File: src/rtl/stream_merge.sv
// Two-source valid/ready merge into one tagged stream through a single output register.
// Define STREAM_MERGE_ROUND_ROBIN_EN for alternating arbitration; otherwise A has fixed priority.
module stream_merge #(
  parameter int WIDTH = 16
) (
  input  logic             clk,
  input  logic             rst_n,
  input  logic             a_valid,
  input  logic [WIDTH-1:0] a_data,
  output logic             a_ready,
  input  logic             b_valid,
  input  logic [WIDTH-1:0] b_data,
  output logic             b_ready,
  output logic             out_valid,
  output logic [WIDTH-1:0] out_data,
  output logic             out_sel,
  input  logic             out_ready
);

  logic load_en;
  logic last_sel;
  logic prefer_a;
  logic grant_a;
  logic grant_b;
  logic accept;

  assign load_en = !out_valid || out_ready;

`ifdef STREAM_MERGE_ROUND_ROBIN_EN
  // The source that did not win last time wins a contended cycle.
  assign prefer_a = last_sel;
`else
  // last_sel is still tracked, but the OR pins A as the contended winner.
  assign prefer_a = 1'b1 | last_sel;
`endif

  always_comb begin
    grant_a = 1'b0;
    grant_b = 1'b0;
    if (a_valid && b_valid) begin
      grant_a = prefer_a;
      grant_b = !prefer_a;
    end else begin
      grant_a = a_valid;
      grant_b = b_valid;
    end
  end

  // Readies are forced low while reset is held, independent of the clock.
  assign a_ready = rst_n && load_en && grant_a;
  assign b_ready = rst_n && load_en && grant_b;
  assign accept  = a_ready || b_ready;

  always_ff @(posedge clk or negedge rst_n) begin
    if (!rst_n) begin
      out_valid <= 1'b0;
      out_data  <= '0;
      out_sel   <= 1'b0;
      last_sel  <= 1'b1;
    end else if (accept) begin
      out_valid <= 1'b1;
      out_data  <= a_ready ? a_data : b_data;
      out_sel   <= b_ready;
      last_sel  <= b_ready;
    end else if (out_ready) begin
      out_valid <= 1'b0;
    end
  end

endmodule
File: config.mk
export PLATFORM = sky130hd
export DESIGN_NAME = stream_merge
export DESIGN_NICKNAME = d
export VERILOG_FILES = /design/src/rtl/stream_merge.sv
export SDC_FILE = /design/constraint.sdc
export NUM_CORES = 1
export LEC_CHECK = 0
export BUFFER_PORTS_ARGS = -buffer_cell sky130_fd_sc_hd__buf_4
export CORE_MARGIN = 2
export CORE_UTILIZATION = 41
export CTS_CLUSTER_DIAMETER = 30
export CTS_CLUSTER_SIZE = 25
export DETAILED_ROUTE_END_ITERATION = 12
export HOLD_SLACK_MARGIN = 0.12
export PLACE_DENSITY = 0.84
export SYNTH_ARGS = -nofsm -noshare
export SYNTH_HDL_FRONTEND = slang
export SYNTH_SLANG_ARGS = --single-unit
File: constraint.sdc
create_clock -name clk -period 1.2 [get_ports clk]
set_input_delay 0.18 -clock clk [delete_from_list [all_inputs] [get_ports clk]]
set_output_delay 0.18 -clock clk [all_outputs]
set_load 0.05 [all_outputs]
After elaboration in Yosys (flattened, before gate mapping)

Cells that the tools add are included.

Reduce and logical (&&, ||, !) cells: 8
Muxes and demuxes: 5

Operators by type and width:

| cell               | count |
|---|---|
| two-way mux 16 bit | 1 |
| logical AND 1 bit  | 4 |
| two-way mux 1 bit  | 4 |
| logical OR 1 bit   | 2 |
| nonzero test 2 bit | 1 |
| zero test 1 bit    | 1 |

Output and inout bits: 20
Register bits: 18
Bits of input ports: 37
Word-level logic and storage cells: 16

Longest topological paths before layout

Word-level depth: 6
Gate-level depth with buffers: 6
Mapped depth without buffers: 4

Worst setup path after synthesis

OpenSTA, ideal clock, no wires.

Kind: register to output
Start point: register out_valid
End point: output b_ready
Buffers on the path: 2
Data arrival time: 1.885 ns
Data required time: 1.020 ns
Cell stages (with the launch flop): 6
Setup slack: -0.865 ns
Cells stage by stage: dfrtp_1 -> nand2b_1 -> buf_4 -> buf_2 -> nand3_1 -> nor2_1

Cells in the longest elaborated chain, start to end: 4

Ends and longest elaborated chain:

| what                            | line | RTL |
|---|---|---|
| start: declaration              | 14   | `output logic out_valid,` |
| start signal: assignment        | 56   | `out_valid <= 1'b0;` |
| start signal: assignment        | 61   | `out_valid <= 1'b1;` |
| start signal: assignment        | 66   | `out_valid <= 1'b0;` |
| zero test 1 bit                 | 27   | `assign load_en = !out_valid \|\| out_ready;` |
| logical OR 1 bit                | 27   |  |
| logical AND 1 bit (2 in series) | 51   | `assign b_ready = rst_n && load_en && grant_b;` |
| end: declaration                | 13   | `output logic b_ready,` |

No other way between the ends.

Worst setup path after layout

Same ends and word-level chain as after synthesis.

==> results.md <==
* Status: complete, but fails checks
* Layout cell share with drive strength beyond 1 at 58.6%
* Rel. slew slack at 71.6%
* CP max FO at 3
* Net Sw Frac at 42.1%
* Hold Path Origin: a_data[9]
* Crit-path max cell delay at 0.44 ns
* Area occupied by multi-input gates at 569 µm²
* Clock Tree Root: clkbuf_4
* Final Util at 67.5%
* Total iterations of the first detailed-routing run at 4
* WHS Endpoint: out_data[9]
* Depth of the worst register-to-register path at 6
* R2r setup slk at -0.12 ns
* Worst setup margin at -0.233 ns
* Largest net degree at the start of global routing at 19
* Logic pwr share at 49.5%
* Register bit total from synthesis at 18
* Fin. Hold Viols at 0
* Gpl congestion at 0.738
* Maximum vdd drop at 1230 µV
* CTS buffer count at 3
* Max Fclk at 698 MHz
* R2R Path Start: out_valid
* TritonCTS Sinks at 18
* Setup Total Neg Slack at -1.97 ns
* Total gr overflow at 0
* Distinct cells, synth at 21
* Worst Setup End Kind: output port
* Iteration-0 DRC Markers at 25
* Number of global-route vias before repair at 1,276
* Fill count at 227
* DP Cell Count at 199
* Layout area overhead at 58.8%
* Clock Skew at 0.00139 ns
* Mapped Area at 1160 µm²
* Global-route wire length before repair at 5.68 mm
* Post-route ant nets at 0
* Worst path arrival time at 1.25 ns
* Max-Cap Viols at 0
* CORE AREA at 2730 µm²
* Hold crit path type: primary input to flip-flop
* Die Wd at 57.2 µm
* Crit path time final at 1.43 ns
* FF/Latch Area at 452 µm²
* CP dominant cell by count: buf_6
* IO Pins at 57
* Worst-skew pair later-pin latency at 0.29 ns
* DRT Wirelength at 3.51 mm
* Critical-path cell list: nand2b_4, buf_6, nand3_4, nor2_4, buf_6
* Site Rows at 19
* Final Max Tran Viols at 0
* Seq/Total Area, Yosys at 38.8%
* Violations in the final reports: setup timing
* Vert. Die Dim at 57.2 µm
* Leakage at 0.848 nW
* Initial antenna violation count at 0
* NetSw at 0.00100 W
* CTS tree: done
* Clock Tree Buf Depth at 2
* CP top delay family: flip-flops
* Synthesized area per cell at 10.9 µm²
* Crit share post-route at 119%
* Final hold slack at 0.148 ns
* Detailed-route DRC error count at 0
* DR WL/cell at 16.6 µm
* DPL Wire Length at 2.54 mm
* Diodes inserted at 0
* CTS H-Tree Depth at 1
* Unrepaired setup endpoints after global routing: yes
* Setup violations, final at 18
* Flop pwr share at 34.7%
* Power Internal at 0.00138 W
* Tightest Pin Transition at 0.424 ns
* Hold path cells at 2
* Buf+Inv Stages, Crit Path at 2
* Cells after Synth at 107
* Crit path kind: flip-flop to output port
* Critical Path RT at 1.02 ns
* Slowest cell on the critical path: dfrtp_2
* Clk slew on worst S/H paths at 0.11 ns
* Reg-to-Reg End: out_data[15]
* Number of vias per cell at 5.71
* Final non-filler cell total at 212
* Nets@finish at 219
* Crit start category: flip-flop
* Total GRT Usage at 21.9%
* Synth Warn # at 0
* Clk pwr share at 15.8%
* Synth Net Count at 144
* PD cells at 1290 nW/µm²
* Port Buf Inserts at 56
* Vias at 1,211
* Initial core utilization at 42.5%
* Die ar. at 3270 µm²
* Pre-CTS setup slack at -0.106 ns
[stage by stage]
step,power [W],instance area [µm²]
CTS,0.00237,1800
finish,0.00239,1840
global route,0.00250,1840
detailed placement,0.00196,1680
floorplan,0.00158,1220
global placement,0.00193,1680
[power groups by stage]
stage	logic, W	clock network (W)	registers [W]
after CTS	0.00116	0.000383	0.000826
after global routing	0.00123	0.000427	0.000842
after global placement	0.00111	0	0.000825
final	0.00118	0.000377	0.000829
after detailed placement	0.00113	0	0.000834
after floorplan	0.000344	0	0.00123
[cells in the mapped netlist]
library cell  number  share of area [%]
nor2b_4            1                1.2
a41oi_1            6                4.5
o21ai_0            1               0.43
nand3_1            1               0.43
nor2_1             1               0.32
and2_1             2                1.1
buf_12             1                1.7
inv_1             18                5.8
buf_4              1               0.65
a21oi_1            1               0.43
a41oi_2           10                 14
buf_2              6                2.6
dfrtp_1           18                 39
clkbuf_1           1               0.32
o221a_1           10                9.7
nor3_1            16                6.9
buf_6              4                3.9
nand2_2            1               0.54
nand2b_1           1               0.54
nand2_1            1               0.32
o221a_2            6                5.8
[layout by cell type, fill, tap and decap left out, types with 2 or more instances in the layout]
cell type	count
a41oi_1	6
dfrtp_1	17
clkbuf_4	3
nor3_1	16
o221a_2	6
a41oi_2	10
inv_1	17
buf_4	69
and2_1	2
dlygate4sd3_1	3
buf_6	9
o221a_1	10
[area by class of cell]
type,count,area share (%)
repair buffers,83,36.7
well taps,31,2.10
clock buffers,4,1.97
flip-flops and latches,18,24.5
multi-input cells,58,30.9
inverters,18,3.87
[kinds of logic (layout without fill, tap and decap cells)]
| group | Yosys count | after routing | share of synthesized area (%) |
|---|---|---|---|
| AO/OA/AOI/OAI | 34 | 34 | 34.9 |
| buffers and inverters | 31 | 105 | 15.0 |
| flip-flops | 18 | 18 | 38.8 |
| AND/OR/NAND/NOR | 24 | 24 | 11.3 |
[routing by layer]
metal	GRT usage (%)	share of wire (%)
met1	28.2	40
met2	37.4	52
met3	3.63	7.1
met4	7.64	0.80
met5	0	0
[how the worst max path moves through the flow]
stage | slack [ns] | cells after the start | to | start
finish | -0.23 | 5 | b_ready | out_valid
global route | -0.29 | 5 | b_ready | out_valid
CTS | -0.24 | 5 | b_ready | out_valid
detailed placement | -0.11 | 6 | out_data[13] | out_ready
global placement | -0.07 | 5 | b_ready | out_valid
floorplan | -0.28 | 5 | b_ready | out_valid
[registers in the layout, summed over array words and instances, names as in the netlist]
name       cells
out_data      16
out_sel        1
out_valid      1
[timing repair]
item                                    CTS  global route
buffers inserted                          4             1
hold endpoints to repair                 18             2
endpoints found under the setup margin   18            19
gates resized for setup                   8             5
hold buffers                              2             2
pin swaps                                 5             8
Power figures use the tool's default switching activity.
